### src/rtl/drive_sequencer_pkg.sv
// Shared drive codes and channel state encoding for the drive sequencer.
package drive_sequencer_pkg;

  typedef logic [1:0] drive_code_t;

  localparam drive_code_t DRV_STOP = 2'd0;
  localparam drive_code_t DRV_HALF = 2'd1;
  localparam drive_code_t DRV_FAST = 2'd2;
  localparam drive_code_t DRV_REV  = 2'd3;

  typedef enum logic [2:0] {
    ST_IDLE = 3'd0,
    ST_DEAD = 3'd1,
    ST_FWD1 = 3'd2,
    ST_FWD2 = 3'd3,
    ST_REV  = 3'd4
  } drive_state_e;

  // Drive code presented to the PWM generator for each state.
  function automatic drive_code_t drive_of(drive_state_e s);
    drive_code_t code;
    case (s)
      ST_FWD1: code = DRV_HALF;
      ST_FWD2: code = DRV_FAST;
      ST_REV:  code = DRV_REV;
      default: code = DRV_STOP;
    endcase
    return code;
  endfunction

  // Where a stopped channel goes for a given command. Code 2 must ramp
  // through code 1 first.
  function automatic drive_state_e idle_next(drive_code_t cmd);
    drive_state_e s;
    case (cmd)
      DRV_HALF: s = ST_FWD1;
      DRV_FAST: s = ST_FWD1;
      DRV_REV:  s = ST_REV;
      default:  s = ST_IDLE;
    endcase
    return s;
  endfunction

endpackage

### src/rtl/drive_sequencer_if.sv
// Command/drive bundle between the movement system and the sequencer.
interface drive_sequencer_if;
  import drive_sequencer_pkg::*;

  logic        TICK;
  logic        ESTOP;
  drive_code_t CmdA;
  drive_code_t CmdB;
  drive_code_t DriveA;
  drive_code_t DriveB;
  logic        SettledA;
  logic        SettledB;

  modport master (
    output TICK, ESTOP, CmdA, CmdB,
    input  DriveA, DriveB, SettledA, SettledB
  );

  modport slave (
    input  TICK, ESTOP, CmdA, CmdB,
    output DriveA, DriveB, SettledA, SettledB
  );

endinterface

### src/rtl/drive_sequencer_channel.sv
// One motor channel: soft-start ramp, reversal/stop dead-time, emergency stop.
//
//  state | meaning
//  IDLE  | stopped, drive 0, ready to start on the next tick
//  DEAD  | forced drive 0 for DEADTIME ticks, cannot be aborted
//  FWD1  | forward 50%, also the soft-start ramp stage
//  FWD2  | forward 75%
//  REV   | reverse 50%
module drive_channel
  import drive_sequencer_pkg::*;
#(
  parameter int DEADTIME = 8,
  parameter int RAMP     = 4
) (
  input  logic        clk_i,
  input  logic        rst_n_i,
  input  logic        tick_i,
  input  logic        estop_i,
  input  drive_code_t cmd_i,
  output drive_code_t drive_o,
  output logic        settled_o
);

  localparam logic [7:0] DEAD_LOAD = 8'(DEADTIME - 1);
  localparam logic [7:0] RAMP_LOAD = 8'(RAMP - 1);

  drive_state_e state_q, state_d;
  logic [7:0]   cnt_q, cnt_d;
  drive_code_t  drive_q;
  logic         settled_q;
  drive_state_e start_s;

  assign start_s = idle_next(cmd_i);

  // Next-state and counter: ESTOP overrides everything, otherwise only ticks move.
  always_comb begin
    state_d = state_q;
    cnt_d   = cnt_q;
    if (estop_i) begin
      state_d = ST_DEAD;
      cnt_d   = DEAD_LOAD;
    end else if (tick_i) begin
      case (state_q)
        ST_IDLE: begin
          state_d = start_s;
          cnt_d   = (start_s == ST_FWD1) ? RAMP_LOAD : 8'd0;
        end
        ST_FWD1: begin
          if (cmd_i == DRV_FAST) begin
            if (cnt_q == 8'd0) state_d = ST_FWD2;
            else               cnt_d   = cnt_q - 8'd1;
          end else if (cmd_i != DRV_HALF) begin
            state_d = ST_DEAD;
            cnt_d   = DEAD_LOAD;
          end
        end
        ST_FWD2: begin
          if (cmd_i == DRV_HALF) begin
            // deceleration is immediate, no dead-time
            state_d = ST_FWD1;
            cnt_d   = RAMP_LOAD;
          end else if (cmd_i != DRV_FAST) begin
            state_d = ST_DEAD;
            cnt_d   = DEAD_LOAD;
          end
        end
        ST_REV: begin
          if (cmd_i != DRV_REV) begin
            state_d = ST_DEAD;
            cnt_d   = DEAD_LOAD;
          end
        end
        ST_DEAD: begin
          if (cnt_q != 8'd0) begin
            cnt_d = cnt_q - 8'd1;
          end else begin
            state_d = start_s;
            cnt_d   = (start_s == ST_FWD1) ? RAMP_LOAD : 8'd0;
          end
        end
        default: begin
          state_d = ST_IDLE;
          cnt_d   = 8'd0;
        end
      endcase
    end
  end

  // State, counter and registered outputs.
  always_ff @(posedge clk_i or negedge rst_n_i) begin
    if (!rst_n_i) begin
      state_q   <= ST_IDLE;
      cnt_q     <= 8'd0;
      drive_q   <= DRV_STOP;
      settled_q <= 1'b0;
    end else begin
      state_q   <= state_d;
      cnt_q     <= cnt_d;
      drive_q   <= drive_of(state_d);
      settled_q <= (drive_of(state_d) == cmd_i) && (state_d != ST_DEAD);
    end
  end

  assign drive_o   = drive_q;
  assign settled_o = settled_q;

endmodule

### src/rtl/drive_sequencer.sv
// Two independent drive channels (A, B) feeding the PWM generator.
module drive_sequencer #(
  parameter int DEADTIME = 8,
  parameter int RAMP     = 4
) (
  input  logic             CLK,
  input  logic             RST_N,
  drive_sequencer_if.slave bus
);

  drive_channel #(.DEADTIME(DEADTIME), .RAMP(RAMP)) u_chan_a (
    .clk_i     (CLK),
    .rst_n_i   (RST_N),
    .tick_i    (bus.TICK),
    .estop_i   (bus.ESTOP),
    .cmd_i     (bus.CmdA),
    .drive_o   (bus.DriveA),
    .settled_o (bus.SettledA)
  );

  drive_channel #(.DEADTIME(DEADTIME), .RAMP(RAMP)) u_chan_b (
    .clk_i     (CLK),
    .rst_n_i   (RST_N),
    .tick_i    (bus.TICK),
    .estop_i   (bus.ESTOP),
    .cmd_i     (bus.CmdB),
    .drive_o   (bus.DriveB),
    .settled_o (bus.SettledB)
  );

endmodule
### src/flat_wrapper.sv
// flat-port wrapper written by rule: the top's interface ports become plain ports
module drive_sequencer_flat 
#(
  parameter int DEADTIME = 8,
  parameter int RAMP     = 4
)
  (CLK, RST_N, bus_TICK, bus_ESTOP, bus_CmdA, bus_CmdB, bus_DriveA, bus_DriveB, bus_SettledA, bus_SettledB);
  drive_sequencer_if bus_i ();
  input  logic CLK;
  input  logic RST_N;
  input wire logic [$bits(bus_i.TICK)-1:0] bus_TICK;
  input wire logic [$bits(bus_i.ESTOP)-1:0] bus_ESTOP;
  input wire logic [$bits(bus_i.CmdA)-1:0] bus_CmdA;
  input wire logic [$bits(bus_i.CmdB)-1:0] bus_CmdB;
  output wire logic [$bits(bus_i.DriveA)-1:0] bus_DriveA;
  output wire logic [$bits(bus_i.DriveB)-1:0] bus_DriveB;
  output wire logic [$bits(bus_i.SettledA)-1:0] bus_SettledA;
  output wire logic [$bits(bus_i.SettledB)-1:0] bus_SettledB;
  assign bus_i.TICK = bus_TICK;
  assign bus_i.ESTOP = bus_ESTOP;
  assign bus_i.CmdA = bus_CmdA;
  assign bus_i.CmdB = bus_CmdB;
  assign bus_DriveA = bus_i.DriveA;
  assign bus_DriveB = bus_i.DriveB;
  assign bus_SettledA = bus_i.SettledA;
  assign bus_SettledB = bus_i.SettledB;
  drive_sequencer #(.DEADTIME(DEADTIME), .RAMP(RAMP)) u_core (.CLK(CLK), .RST_N(RST_N), .bus(bus_i));
endmodule
### config.mk
export PLATFORM = sky130hd
export DESIGN_NAME = drive_sequencer_flat
export DESIGN_NICKNAME = d
export VERILOG_FILES = /design/src/rtl/drive_sequencer_pkg.sv /design/src/rtl/drive_sequencer_if.sv /design/src/rtl/drive_sequencer_channel.sv /design/src/rtl/drive_sequencer.sv /design/src/flat_wrapper.sv
export SDC_FILE = /design/constraint.sdc
export NUM_CORES = 1
export LEC_CHECK = 0
export CAP_MARGIN = 0
export CORE_ASPECT_RATIO = 1.2
export CORE_MARGIN = 2
export CORE_UTILIZATION = 59
export DETAILED_ROUTE_END_ITERATION = 6
export PLACE_DENSITY = 0.8
export SYNTH_ARGS = -nofsm -noshare
export SYNTH_HDL_FRONTEND = slang
export SYNTH_SLANG_ARGS = --single-unit
export TNS_END_PERCENT = 1
### constraint.sdc
create_clock -name CLK -period 2.6 [get_ports CLK]
set_clock_uncertainty 0.05 [all_clocks]
set_input_delay 0.78 -clock CLK [delete_from_list [all_inputs] [get_ports CLK]]
set_output_delay 0.78 -clock CLK [all_outputs]
set_load 0.05 [all_outputs]
# Word level (Yosys, flattened, before mapping)
# Index checks and enable logic that the tools add are counted.
[totals]
reg_bits = 28
input_bits = 8
word_cells = 109
[classes]
n_addsub = 2
eq_ne = 40
n_mux = 46
n_reduce_logical = 13
[ops]
columns = ["cell", "n"]
rows = [
  ["8-bit 2-to-1 mux", 18],
  ["8-bit case mux with 5 select lines", 2],
  ["3-bit 2-to-1 mux", 18],
  ["3-bit by 2-bit equality test with 1-bit output, second input constant", 10],
  ["3-bit case mux with 5 select lines", 2],
  ["4-bit != test, second input constant", 6],
  ["8-bit logical NOT", 2],
  ["8-bit nonzero test", 2],
  ["8-bit by 1-bit subtractor with 8-bit output, second input constant", 2],
  ["3-bit equality test, second input constant", 4],
  ["2-bit case mux with 3 select lines", 2],
  ["3-bit case mux with 2 select lines", 2],
  ["5-bit AND reduction", 2],
  ["2-bit equality test, second input constant", 4],
  ["2-bit != test, second input constant", 4],
  ["3-bit by 1-bit equality test with 1-bit output, second input constant", 2],
  ["3-bit logical NOT", 2],
  ["3-bit by 1-bit != test with 1-bit output, second input constant", 2],
  ["3-bit != test, second input constant", 2],
  ["2-bit by 1-bit equality test with 1-bit output, second input constant", 2],
  ["2-bit equality test", 2],
  ["2-bit 2-to-1 mux", 2],
  ["2-bit by 1-bit != test with 1-bit output, second input constant", 2],
  ["2-bit OR reduction", 2],
  ["other kinds (2)", 3],
]

# Longest topological paths before layout
[depth]
word_depth = 11
ltp_mapped = 9
depth_no_buf = 9

# Modules after synthesis
# A second synthesis with hierarchy kept.
[unflattened]
cells_unflattened = 261
area_unflattened_um2 = 2203.4
[by_module_without_submodules]
columns = ["module", "instances", "cells_each", "area_each_um2", "seq_area_each_um2"]
rows = [
  ["drive_channel (u_core.u_chan_a)", 1, 129, 1111.1, 350.3],
  ["drive_channel (u_core.u_chan_b)", 1, 132, 1092.3, 350.3],
]

# Least setup slack after synthesis
# Ideal clock, no wire load.
[synth_timing]
path_type = "input to register"
from = "input port bus_CmdA[0]"
to = "register u_core.u_chan_a.settled_q, in the netlist u_core.u_chan_a.settled_o"
setup_time_ps = 82
t_arrival_ps = 2424
setup_slack_ps = 44
stages = 9
cell_sequence = "inv_1 -> ha_1 -> nor2b_1 -> nand2_1 -> a211o_1 -> o32ai_2 -> nand4_1 -> mux2_2 -> a31oi_1"
[synth_between]
elab_chain_len = 11
elab_cells_between_ends = 24
[synth_lines]
columns = ["element", "line", "text"]
rows = [
  ["start, declared", "flat_wrapper.sv:13", "input wire logic [$bits(bus_i.CmdA)-1:0] bus_CmdA;"],
  ["2-bit equality test / 2-bit by 1-bit equality test with 1-bit output (equally long branches)", "drive_sequencer_pkg.sv:35, drive_sequencer_channel.sv:49, drive_sequencer_channel.sv:58", ""],
  ["2-bit OR reduction (no line)", "n/a", ""],
  ["3-bit case mux with 2 select lines", "drive_sequencer_pkg.sv:35", "case (cmd)"],
  ["3-bit 2-to-1 mux", "drive_sequencer_channel.sv:74", "if (cnt_q != 8'd0) begin"],
  ["3-bit case mux with 5 select lines *", "drive_sequencer_channel.sv:43", "case (state_q)"],
  ["3-bit 2-to-1 mux *", "drive_sequencer_channel.sv:42", "end else if (tick_i) begin"],
  ["3-bit 2-to-1 mux *", "drive_sequencer_channel.sv:39", "if (estop_i) begin"],
  ["named net u_core.u_chan_a.state_d[1]", "drive_sequencer_channel.sv:27", "drive_state_e state_q, state_d;"],
  ["3-bit equality test / 3-bit by 2-bit equality test with 1-bit output (equally long branches)", "drive_sequencer_pkg.sv:22", "case (s)"],
  ["2-bit case mux with 3 select lines", "drive_sequencer_pkg.sv:22", ""],
  ["2-bit equality test", "drive_sequencer_channel.sv:100", "settled_q <= (drive_of(state_d) == cmd_i) && (state_d != ST_DEAD);"],
  ["1-bit logical AND *", "drive_sequencer_channel.sv:100", ""],
  ["end signal, assigned", "drive_sequencer_channel.sv:100", ""],
  ["end, declared", "drive_sequencer_channel.sv:30", "logic settled_q;"],
]
# Mark *: on every way through the listed nets, which the timed path passes. The rest lies on a longest branch.
# A chain may end at the register's enable or synchronous reset.

# Worst setup path after layout
[layout_timing]
from = "input port bus_CmdA[1]"
to = "register u_core.u_chan_a.settled_q, in the netlist u_core.u_chan_a.settled_o"
# Same word-level chain as after synthesis.

==> results.yml <==
hold_path:
  hp-start: "u_core.u_chan_a.cnt_q[7]"
  holdPathEnd: "u_core.u_chan_a.cnt_q[7]"
  worstHoldPathType: "reg2reg"
  min_path_cells: 1
drt:
  routed_wl_um: 5630
  drtPass1Iterations: 4
  drtIter0Drc: 101
  highest_layer: "met4"
  wirelength_met1_um: 2340
  drc: 0
  routedWlPerCell_um: 16.0
  wl_met2_um: 2880
  antenna_left: 0
  routed-wl-met3_um: 242
  viasPerCell: 6.29
  vias: 2222
status:
  violations: "setup timing"
  outcome: "finished, violations left"
cells_and_area:
  antennaDiodeCount: 0
  area_growth_pct: 29.4
  drive_gt1_share_pct: 29.0
  final_cell_mix: "47 x buf_4, 29 x nor2_1, 28 x o21ai_0, 28 x dfrtp_1, 18 x nand2_1"
  layout.nets: 331
  mostFrequentLayoutCell: "buf_4"
worst_setup_path:
  r2r-end: "u_core.u_chan_b.settled_o"
  worstSetupStartpointType: "input pin"
  rr_worst_depth: 9
  crit_required_ns: 2.75
  crit_arrival_ns: 2.76
  crit_type: "in2reg"
  timing.rr.start: "u_core.u_chan_b.cnt_q[0]"
  path_max_fanout: 6
  worst-r2r-setup-slack_ns: 0.14
  critPathCaptureType: "register"
  crit_start: "bus_CmdA[1]"
cts:
  clock-sinks: 28
  h-tree-depth: 1
  cts_hold_buf: 0
  clock_latency_ns: 0.28
  cts_buffers: 3
  clockBufferDepth: 2
  cts.reportedPaths.clkPinSlew_ns: 0.10
  cts_root_buf: "clkbuf_8"
  cts_tree: "yes"
die:
  die_x_um: 59.4
  rows: 24
  ios: 14
  fp.dieH_um: 70.5
  coreArea_mm2: 0.00357
  die_area_mm2: 0.00419
  start_util_pct: 60.9
pwr:
  power.total_mw: 0.924
  vdd_drop_max_v: 0.000204
  leakage_nw: 1.19
  power_density_mw_per_mm2: 328
sta:
  fin_hold_ws_ns: 0.431
  hold_viol: 0
  clock.fmax_mhz: 384
  slew_violations: 0
  setup_viol: 1
  worst_slack_ns: -0.00399
  worst_pin_slew_ns: 0.532
  post-route-min-period_ns: 2.60
  period_share_pct: 100
  maxSlewHeadroom_pct: 64.6
  rsz0062_at_grt: "true"
grt:
  grt_pass1_vias: 2138
  grt_usage_pct: 27.6
  grt_pass1_wl_um: 9100
  grt_max_degree: 29
  antenna_found_initial: 0
  gr-total-overflow: 0
placement:
  port_buffers: 13
  gp_congestion: 0.916
  place_ws_ns: -0.560
  dp_hpwl_um: 3860
logic_synthesis:
  yosysUniqueCellTypes: 61
  synth_edf_count: 0
  synthFlopType: "dfrtp_1"
  syn_inst: 260
  netlist_area_mm2: 0.00218
  synth-seq-cells: 28
  yosys_warnings: 0
  syn_nets: 276
  ys_seq_area_share_pct: 32.2
  avgSynthCellArea_um2: 8.37
  async_flop_share_pct: 100
run:
  maxCapViolations: 0
## per-stage QoR
step	util, %	instances	area, um2	TNS, ns
finish	78.8	353	2820	-0.00399
CTS	76.3	348	2730	0
floorplan	-	260	2180	0
global route	78.8	353	2820	-0.0681
detailed placement	73.4	344	2620	-8.29
global placement	73.4	344	2620	-6.83
## layout make-up
type / instances / area [um2]
inverter: 10 / 37.5
multi-input combinational: 212 / 1500
sequential: 28 / 701
timing repair buffer: 60 / 474
tap: 39 / 48.8
clock buffer: 4 / 55.1
fill: 233 / 757
## kinds of logic after synthesis
group,Yosys count,synth area share (%)
compound gates,86,27.9
xor+xnor,3,1.21
fa+ha+maj,8,4.60
buf+inv,20,3.97
flops,28,32.2
mux,5,2.42
simple gates,110,27.7
## synthesized netlist by cell type (all sizes together), types with 3 or more instances
cell type  instances  area (um2)
nand4              5        31.3
o31ai              7        52.6
a22oi              4        30.0
nor4b              3        26.3
clkbuf             4        15.0
a211o              5        43.8
o21ai             29         145
a21oi             17        88.8
nor3               7        35.0
mux2i              3        30.0
ha                 8         100
a31oi              5        37.5
buf                6        33.8
nand2             19        73.8
inv               10        37.5
o32ai              3        52.6
nor4               3        18.8
nor2              33         134
nand2b            11        68.8
or3                3        18.8
dfrtp             28         701
nor2b             12        75.1
## registers in the layout, summed over array words and instances, names as in the netlist
register                   count
u_core.u_chan_a.cnt_q          8
u_core.u_chan_a.drive_o        2
u_core.u_chan_a.settled_o      1
u_core.u_chan_a.state_q        3
u_core.u_chan_b.cnt_q          8
u_core.u_chan_b.drive_o        2
u_core.u_chan_b.settled_o      1
u_core.u_chan_b.state_q        3
## worst max-delay path by stage
stage / end / slack [ns] / depth (start not counted)
after detailed placement: u_core.u_chan_a.settled_o / -0.56 / 9
after CTS: u_core.u_chan_a.settled_o / 0.02 / 8
after floorplan: u_core.u_chan_a.settled_o / 0.04 / 9
after global routing: u_core.u_chan_a.settled_o / -0.07 / 9
final: u_core.u_chan_a.settled_o / -0.004 / 9
after global placement: u_core.u_chan_a.cnt_q[7] / -0.43 / 9
## layer usage
metal	global-route usage (%)	vias to the layer above
li1	-	1071
met2	48.2	68
met4	9.60	0
met3	2.96	18
met1	34.4	1065
met5	0	-
## critical path: stages
cell           delay [ns]
dlygate4sd2_1        0.28
ha_2                 0.26
nor2b_2              0.20
nand2_1              0.09
a211o_1              0.36
o32ai_4              0.17
nand4_1              0.14
mux2_4               0.29
a31oi_1              0.17
## power by group
part / switching (mW) / internal (mW)
sequential: 0.0107 / 0.444
clock: 0.143 / 0.136
combinational: 0.0989 / 0.0908
total: 0.253 / 0.671
## repair_timing
item / 4_1_cts / 5_1_grt
resized for setup: 14 / 16
endpoints found under the setup margin: 13 / 5
buffers inserted: 0 / 5
pin swaps: 3 / 6
cloned: 0 / 0
(Power assumes the default switching activity.)
